==> src/rtl/sdram_bist_pkg.sv <==
// ============================================================================
// Module   : sdram_bist_pkg
// Brief    : Shared types and constants for the SDRAM BIST initiator.
// Revision : 1.0 - initial release
// ============================================================================
`default_nettype none

package sdram_bist_pkg;

    typedef enum logic [2:0] {
        ST_IDLE   = 3'd0,
        ST_WR_REQ = 3'd1,
        ST_WR_DAT = 3'd2,
        ST_RD_REQ = 3'd3,
        ST_RD_DAT = 3'd4,
        ST_RD_FIN = 3'd5,
        ST_DONE   = 3'd6,
        ST_FAIL   = 3'd7
    } state_e;

    typedef enum logic [1:0] {
        ERR_NONE     = 2'd0,
        ERR_MISMATCH = 2'd1,
        ERR_TIMEOUT  = 2'd2
    } err_e;

    // x^32 + x^22 + x^2 + x + 1, x^32 term implicit
    localparam logic [31:0] LFSR_POLY = 32'h0040_0007;

    function automatic logic [31:0] lfsr_next(input logic [31:0] s);
        return {s[30:0], 1'b0} ^ (s[31] ? LFSR_POLY : 32'h0000_0000);
    endfunction

endpackage

`default_nettype wire

==> src/rtl/sdram_bist_pattern.sv <==
// ============================================================================
// Module   : sdram_bist_pattern
// Brief    : Expected-data generator; addr+1 by default, Galois LFSR when
//            SDRAM_BIST_PRBS_EN is defined.
// Revision : 1.0 - initial release
// ============================================================================
`default_nettype none

module sdram_bist_pattern
    import sdram_bist_pkg::*;
#(
    parameter int unsigned ADDR_W = 21,
    parameter int unsigned DATA_W = 32,
    parameter logic [31:0] SEED   = 32'hACE1_0001
) (
    input  logic              clk,
    input  logic              rst,
    input  logic              restart,
    input  logic              advance,
    input  logic [ADDR_W-1:0] addr,
    output logic [DATA_W-1:0] pattern
);

`ifdef SDRAM_BIST_PRBS_EN
    logic [31:0] lfsr_q;
    logic [31:0] lfsr_d;
    logic        unused_addr;

    assign unused_addr = ^addr;

    always_comb begin
        lfsr_d = lfsr_q;
        if (restart) begin
            lfsr_d = SEED;
        end else if (advance) begin
            lfsr_d = lfsr_next(lfsr_q);
        end
    end

    always_ff @(posedge clk or posedge rst) begin
        if (rst) begin
            lfsr_q <= SEED;
        end else begin
            lfsr_q <= lfsr_d;
        end
    end

    assign pattern = DATA_W'(lfsr_q);
`else
    logic unused_ctl;

    assign unused_ctl = ^{clk, rst, restart, advance, addr};
    // Truncating before the add gives the same result as (addr+1) mod 2^DATA_W
    assign pattern    = DATA_W'(addr) + DATA_W'(1);
`endif

endmodule

`default_nettype wire

==> src/rtl/sdram_bist.sv <==
// ============================================================================
// Module   : sdram_bist
// Brief    : Write-all / read-all / compare initiator for the SDRAM controller
//            request-ack-done interface. Macro SDRAM_BIST_PRBS_EN: LFSR data.
// Revision : 1.0 - initial release
// ============================================================================
`default_nettype none

module sdram_bist
    import sdram_bist_pkg::*;
#(
    parameter int unsigned ADDR_W    = 21,
    parameter int unsigned NUM_WORDS = 2097152,
    parameter int unsigned DATA_W    = 32,
    parameter int unsigned TIMEOUT   = 4095,
    parameter logic [31:0] SEED      = 32'hACE1_0001
) (
    input  logic              sclk,
    input  logic              srst,
    input  logic              start,
    output logic              wr_req,
    input  logic              wr_ack,
    input  logic              wr_done,
    output logic [DATA_W-1:0] wr_data,
    output logic              rd_req,
    input  logic              rd_ack,
    input  logic              rd_vld,
    input  logic [DATA_W-1:0] rd_data,
    input  logic              rd_done,
    output logic              busy,
    output logic              pass,
    output logic              fail,
    output logic [1:0]        err_code,
    output logic [ADDR_W-1:0] err_addr,
    output logic [DATA_W-1:0] err_data
);

    localparam int unsigned       WD_W      = (TIMEOUT < 2) ? 1 : $clog2(TIMEOUT + 1);
    localparam logic [WD_W-1:0]   WD_LIMIT  = WD_W'(TIMEOUT);
    localparam logic [ADDR_W-1:0] LAST_ADDR = ADDR_W'(NUM_WORDS - 1);

    state_e              state_q, state_d;
    logic [ADDR_W-1:0]   addr_q, addr_d;
    logic [WD_W-1:0]     wd_q, wd_d;
    err_e                err_code_q, err_code_d;
    logic [ADDR_W-1:0]   err_addr_q, err_addr_d;
    logic [DATA_W-1:0]   err_data_q, err_data_d;
    logic [DATA_W-1:0]   pat;
    logic                pat_restart;
    logic                pat_advance;
    logic                rd_adv;
    logic                waiting;
    logic                is_last;
    logic                timed_out;

    assign waiting   = state_q inside {ST_WR_REQ, ST_WR_DAT, ST_RD_REQ, ST_RD_DAT, ST_RD_FIN};
    assign is_last   = (addr_q == LAST_ADDR);
    assign timed_out = (TIMEOUT != 0) && waiting && (wd_q >= WD_LIMIT);

    always_comb begin
        state_d     = state_q;
        addr_d      = addr_q;
        err_code_d  = err_code_q;
        err_addr_d  = err_addr_q;
        err_data_d  = err_data_q;
        pat_restart = 1'b0;
        pat_advance = 1'b0;
        rd_adv      = 1'b0;

        case (state_q)
            ST_IDLE, ST_DONE, ST_FAIL: begin
                if (start) begin
                    state_d     = ST_WR_REQ;
                    addr_d      = '0;
                    err_code_d  = ERR_NONE;
                    err_addr_d  = '0;
                    err_data_d  = '0;
                    pat_restart = 1'b1;
                end
            end
            ST_WR_REQ: begin
                if (wr_ack) state_d = ST_WR_DAT;
            end
            ST_WR_DAT: begin
                if (wr_done) begin
                    if (is_last) begin
                        addr_d      = '0;
                        pat_restart = 1'b1;
                        state_d     = ST_RD_REQ;
                    end else begin
                        addr_d      = addr_q + ADDR_W'(1);
                        pat_advance = 1'b1;
                        state_d     = ST_WR_REQ;
                    end
                end
            end
            ST_RD_REQ: begin
                if (rd_ack) state_d = ST_RD_DAT;
            end
            ST_RD_DAT: begin
                if (rd_vld) begin
                    if (rd_data != pat) begin
                        state_d    = ST_FAIL;
                        err_code_d = ERR_MISMATCH;
                        err_addr_d = addr_q;
                        err_data_d = rd_data;
                    end else if (rd_done) begin
                        rd_adv = 1'b1;
                    end else begin
                        state_d = ST_RD_FIN;
                    end
                end else if (rd_done) begin
                    // Burst ended without delivering data
                    state_d    = ST_FAIL;
                    err_code_d = ERR_MISMATCH;
                    err_addr_d = addr_q;
                    err_data_d = '0;
                end
            end
            ST_RD_FIN: begin
                if (rd_done) rd_adv = 1'b1;
            end
            default: state_d = ST_IDLE;
        endcase

        if (rd_adv) begin
            if (is_last) begin
                state_d = ST_DONE;
            end else begin
                addr_d      = addr_q + ADDR_W'(1);
                pat_advance = 1'b1;
                state_d     = ST_RD_REQ;
            end
        end

        // A handshake landing on the deadline cycle still counts as progress
        if (timed_out && (state_d == state_q)) begin
            state_d    = ST_FAIL;
            err_code_d = ERR_TIMEOUT;
            err_addr_d = addr_q;
            err_data_d = '0;
        end

        if (state_d != state_q) begin
            wd_d = '0;
        end else if (waiting && (TIMEOUT != 0)) begin
            wd_d = wd_q + WD_W'(1);
        end else begin
            wd_d = wd_q;
        end
    end

    always_ff @(posedge sclk or posedge srst) begin
        if (srst) begin
            state_q    <= ST_IDLE;
            addr_q     <= '0;
            wd_q       <= '0;
            err_code_q <= ERR_NONE;
            err_addr_q <= '0;
            err_data_q <= '0;
        end else begin
            state_q    <= state_d;
            addr_q     <= addr_d;
            wd_q       <= wd_d;
            err_code_q <= err_code_d;
            err_addr_q <= err_addr_d;
            err_data_q <= err_data_d;
        end
    end

    sdram_bist_pattern #(
        .ADDR_W (ADDR_W),
        .DATA_W (DATA_W),
        .SEED   (SEED)
    ) u_pattern (
        .clk     (sclk),
        .rst     (srst),
        .restart (pat_restart),
        .advance (pat_advance),
        .addr    (addr_q),
        .pattern (pat)
    );

    assign wr_req   = (state_q == ST_WR_REQ);
    assign rd_req   = (state_q == ST_RD_REQ);
    assign wr_data  = (state_q == ST_WR_DAT) ? pat : '0;
    assign busy     = waiting;
    assign pass     = (state_q == ST_DONE);
    assign fail     = (state_q == ST_FAIL);
    assign err_code = err_code_q;
    assign err_addr = err_addr_q;
    assign err_data = err_data_q;

endmodule

`default_nettype wire

==> config.mk <==
export PLATFORM = sky130hd
export DESIGN_NAME = sdram_bist
export DESIGN_NICKNAME = d
export VERILOG_FILES = /design/src/rtl/sdram_bist_pkg.sv /design/src/rtl/sdram_bist_pattern.sv /design/src/rtl/sdram_bist.sv
export SDC_FILE = /design/constraint.sdc
export NUM_CORES = 1
export LEC_CHECK = 0
export CAP_MARGIN = 20
export CORE_ASPECT_RATIO = 1.75
export CORE_MARGIN = 2
export CORE_UTILIZATION = 28
export CTS_BUF_LIST = sky130_fd_sc_hd__clkbuf_2
export CTS_CLUSTER_DIAMETER = 30
export DETAILED_ROUTE_END_ITERATION = 8
export PLACE_DENSITY_LB_ADDON = 0.2
export SYNTH_ARGS = -nofsm -noshare
export SYNTH_HDL_FRONTEND = slang
export SYNTH_SLANG_ARGS = --single-unit
==> constraint.sdc <==
create_clock -name sclk -period 10.58 [get_ports sclk]
set_input_delay 3.174 -clock sclk [delete_from_list [all_inputs] [get_ports sclk]]
set_output_delay 3.174 -clock sclk [all_outputs]
set_load 0.01 [all_outputs]
==> results.yml, run 1 <==
clock_tree:
  root_buffer: "clkbuf_2"
  clockBufferDepth: 2
  path_clk_slew_ps: 250
  htreeDepth: 3
  cts.repair.resized: 0
  cts_hold_buf: 0
  cts_tree: "done"
  insertion_delay_ps: 580
  clkSinkCount: 91
  post-cts-setup-buffer-count: 0
  cts_buffers: 9
global_route:
  grt_pass1_wl_mm: 24.8
  grt_max_degree: 71
  grt_pass1_vias: 4440
  grt.total_usage_pct: 16.1
  overflow: 0
  antenna_found_initial: 1
final_layout:
  layout_commonest_cell: "clkdlybuf4s50_1"
  final_cell_mix: "clkdlybuf4s50_1 (121), dfrtp_1 (91), a22o_1 (54), nor2_1 (49), nand2_1 (34)"
  syn_to_final_growth_pct: 25.5
  nets: 654
  drive_above_1_share_pct: 6.16
logic_synthesis:
  syn_area_per_cell_um2: 10.0
  async_flop_share_pct: 100
  yosysSeqAreaShare_pct: 43.2
  synth_cell_type_count: 72
  yosys_warnings: 0
  ys_dominant_reg_cell: "dfrtp_1"
  syn_inst: 526
  ys_seq_elements: 91
  synth-edff-count: 0
  synthesis.area_mm2: 0.00528
timing:
  max_freq_mhz: 149
  worstMarginPinSlew_ps: 961
  slew_headroom_pct: 35.8
  hold_slack_ps: 535
  period_share_pct: 63.3
  setup_viol: 0
  final.min_clock_period_ps: 6700
  maxSlewViolCount: 0
  hold_violations: 0
  grt_setup_unrepaired: "false"
  setup-tns-final_ps: 0
  skew_ps: 49.8
floorplan:
  placementRows: 66
  start_util_pct: 28.5
  fp.dieW_um: 108
  fp.dieH_um: 186
  io_pins: 132
  dieArea_mm2: 0.0200
  core_mm2: 0.0185
min_path:
  hp-class: "reg2reg"
  whs_path_depth: 1
placement:
  port-buffer-count: 121
  gp_congestion: 0.878
  dp_hpwl_mm: 11.3
setup_path:
  crit_required_ps: 11060
  worstPathArrival_ps: 7170
  crit_type: "in2reg"
  end_kind: "register"
  crit_slowest_cell: "nor4_1"
  start_kind: "input port"
  critical-path-max-stage-delay_ps: 710
  crit_chain: "clkdlybuf4s50_1 -> nor4_1 -> o311ai_0 -> nor4_1 -> o2111ai_1 -> nor4_1 -> and4_1 -> o21ai_4 -> a21oi_2 -> buf_4 -> a41oi_1 -> a31oi_1"
  r2r_cells: 11
  crit_fanout: 20
  crit_top_cell: "nor4_1"
route:
  dr.pass1.iters: 4
  drt-initial-drc-count: 190
  antenna_left: 0
  vias: 4293
  drt-total-wl_mm: 15.6
  viasPerCell: 5.02
  wire_per_inst_um: 18.3
  drc: 0
status:
  status: "complete, no violations"
run:
  drv_cap: 0
power:
  cellLeakagePower_nw: 2.77
  powerDensity_mw_per_mm2: 190
  ir_drop_mv: 0.144
-- power breakdown --
part,total [mW],switching [mW],internal (mW)
registers,0.514,0.0890,0.425
logic,0.586,0.301,0.286
clock network,0.159,0.128,0.0319
total,1.26,0.517,0.742
-- worst max-delay path, delay by kind of cell --
kind                   cells  cell delay (ps)
AO/OA/AOI/OAI              6             1380
buffers and inverters      2              780
AND/OR/NAND/NOR            4             1820
-- worst paths after layout --
check	slack, ps	endpoint	start
worst max-delay path	3880	addr_q[3]	rd_data[24]
worst min-delay path	530	err_data[11]	err_data[11]
worst max register to register	5960	wd_q[9]	addr_q[0]
worst min register to register	530	err_data[11]	err_data[11]
max in group asynchronous	6520	addr_q[13]	srst
min in group asynchronous	2850	err_data[29]	srst
-- cells in the mapped netlist (all sizes together) (8+ instances only) --
cell    number  area, um^2
nand3       18        95.1
xor2        25         219
inv          9        33.8
dfrtp       91        2280
a21oi       19        98.9
nand2       34         128
and3         9        61.3
and2         8        50.1
a22o        54         473
nand4       11        90.1
clkbuf      19        72.6
buf         39         269
a31oi       16         100
xnor2       26         228
nor2        50         190
o21ai       12        71.3
-- cell type report --
cell class,count,area [um^2]
repair buffers,124,1250
multi-input cells,377,2660
clock inverters,6,41.3
flip-flops and latches,91,2280
well taps,238,298
clock buffers,10,50.0
inverters,9,36.3
diodes,1,2.50
fillers,1922,11900
-- per-stage QoR --
stage / util (%) / worst slack (ps) / total power, mW / area, um^2 / cells
2_1_floorplan: - / 5040 / 0.861 / 5310 / 535
3_3_place_gp: 35.1 / 3130 / 1.09 / 6500 / 838
3_5_place_dp: 35.1 / 2990 / 1.10 / 6500 / 838
4_1_cts: 35.6 / 3620 / 1.26 / 6590 / 854
5_1_grt: 35.8 / 3590 / 1.35 / 6620 / 856
6_report: 35.8 / 3880 / 1.26 / 6620 / 856
-- flip-flops by register name, indices dropped and copies added (netlist names) --
signal / flops
err_addr: 21
err_code: 2
addr_q: 21
state_q: 3
err_data: 32
wd_q: 12
-- per-layer routing --
layer	global-route usage (%)	share of wire, %	vias to the layer above
li1	-	-	2045
met1	19.6	40	2120
met2	28.8	54	114
met3	2.70	4.0	14
met4	4.62	1.6	0
met5	0	0	-
-- logic make-up (layout without fill, tap and decap cells) --
group / after synthesis / after routing / share of synthesized area, %
xor+xnor: 57 / 57 / 11.0
mux: 5 / 5 / 0.972
simple gates: 171 / 171 / 17.9
compound gates: 132 / 132 / 19.3
flops: 91 / 91 / 43.2
other cells: 1 / 11 / 0.0711
buf+inv: 67 / 149 / 7.11
fa+ha+maj: 2 / 2 / 0.474
No activity file was read; power rests on OpenSTA's default activity.
==> inputs of run 2 (changes only) <==
clock period = 6 ns   (was 10.58 ns; I/O delays follow)
==> results.yml, run 2 (synthesis gave the netlist of run 1 again) <==
status:
  status: "complete, no violations"
setup_path:
  start_kind: "register"
  crit_type: "reg2out"
  worstPathArrival_ps: 3530
  end_kind: "output pin"
  crit_required_ps: 4200
  crit_fanout: 10
final_layout:
  layout_commonest_cell: "clkdlybuf4s50_1"
  nets: 658
  largest_reg_flops: 32
  final-instance-count-excl-fill: 858
  final_cell_mix: "clkdlybuf4s50_1 (121), dfrtp_1 (91), a22o_1 (54), nor2_1 (49), nand2_1 (34)"
  syn_to_final_growth_pct: 26.8
  drive_above_1_share_pct: 6.46
clock_tree:
  clockBufferDepth: 2
  insertion_delay_ps: 570
  cts.repair.resized: 0
  cts_tree: "done"
  path_clk_slew_ps: 230
  htreeDepth: 3
  clkSinkCount: 91
  cts_hold_buf: 0
  post-cts-setup-buffer-count: 0
  cts_buffers: 9
  root_buffer: "clkbuf_2"
timing:
  slew_headroom_pct: 35.4
  worstMarginPinSlew_ps: 966
  max_freq_mhz: 188
  final.min_clock_period_ps: 5330
  grt_setup_unrepaired: "false"
  hold_violations: 0
  period_share_pct: 88.9
  setup_viol: 0
  maxSlewViolCount: 0
  setup-tns-final_ps: 0
  skew_ps: 39.0
  fin_ws_ps: 667
  hold_slack_ps: 533
route:
  viasPerCell: 5.00
  antenna_left: 0
  drt-initial-drc-count: 177
  drt-total-wl_mm: 16.2
  vias: 4293
  drc: 0
  wire_per_inst_um: 18.9
  dr.pass1.iters: 4
power:
  cellLeakagePower_nw: 2.81
  intPower_mw: 1.40
  switching_power_mw: 0.921
  combPwrFrac_pct: 45.6
  powerDensity_mw_per_mm2: 347
  p_seq_share_pct: 39.1
  switching_share_pct: 39.7
  ir_drop_mv: 0.177
  power_frac_clock_pct: 15.3
placement:
  dp_hpwl_mm: 11.8
  port-buffer-count: 121
  placedCellCount: 843
  dp_slack_ps: 220
  gp_congestion: 0.857
global_route:
  grt_max_degree: 59
  grt_pass1_wl_mm: 25.2
  grt.met3_usage_pct: 2.63
  grt.total_usage_pct: 16.3
  grtUsageMet2_pct: 29.3
  grt_pass1_vias: 4474
  met1_usage_pct: 19.6
  grt-busiest-layer: "met2"
  antenna_found_initial: 1
  overflow: 0
floorplan:
  start_util_pct: 28.5
  fp.dieW_um: 108
  io_pins: 132
  dieArea_mm2: 0.0200
  placementRows: 66
  fp.dieH_um: 186
  core_mm2: 0.0185
run:
  drv_cap: 0
min_path:
  hp-class: "reg2reg"
[run 2: changes by cell type in the layout (fill, tap and decap cells not counted), sizes merged]
cell	change
clkinvlp	-1
clkinv	-1
clkbuf	-1
buf	+4
inv	-1
bufinv	+2
[run 2: layout make-up]
cell class	count	area, um^2
Clock buffer	9	45.0
Timing Repair Buffer	128	1290
Tap cell	238	298
Inverter	9	36.3
Clock inverter	5	80.1
Fill cell	1909	11800
Multi-Input combinational cell	377	2660
Sequential cell	91	2280
Antenna cell	1	2.50
[run 2: final timing paths]
path | depth (start not counted) | slack [ps] | end | from
worst max-delay path | 7 | 670 | wr_data[18] | addr_q[0]
worst min-delay path | 1 | 530 | err_addr[11] | err_addr[11]
worst min register to register | 1 | 530 | err_addr[11] | err_addr[11]
max in group asynchronous | 3 | 3340 | wd_q[4] | srst
min in group asynchronous | 2 | 1660 | err_data[28] | srst
worst max register to register | 11 | 1360 | wd_q[2] | addr_q[0]
[run 2: power by group through the flow]
stage / Combinational (mW) / Clock, mW / Sequential (mW)
2_1_floorplan: 0.628 / 0 / 0.890
3_3_place_gp: 1.05 / 0 / 0.919
3_5_place_dp: 1.06 / 0 / 0.917
4_1_cts: 1.07 / 0.370 / 0.909
5_1_grt: 1.15 / 0.388 / 0.933
6_report: 1.06 / 0.355 / 0.908
[run 2: worst max-delay path: stages (launching register included)]
cell	delay (ps)
dfrtp_1	670
ha_1	520
nand4_2	270
nor4_4	410
and3_1	310
xnor2_1	80
nor2_1	140
clkdlybuf4s50_1	580
[run 2: metrics by stage]
step | util [%] | power (mW) | area (um^2)
floorplan | - | 1.52 | 5310
global placement | 35.5 | 1.97 | 6560
detailed placement | 35.5 | 1.98 | 6560
CTS | 36.2 | 2.35 | 6690
global route | 36.2 | 2.47 | 6690
finish | 36.2 | 2.32 | 6690
[run 2: routing by layer]
layer	part of all wire (%)	vias to the layer above
met5	0	-
li1	-	2046
met3	3.4	15
met4	2.2	0
met2	54	105
met1	40	2127
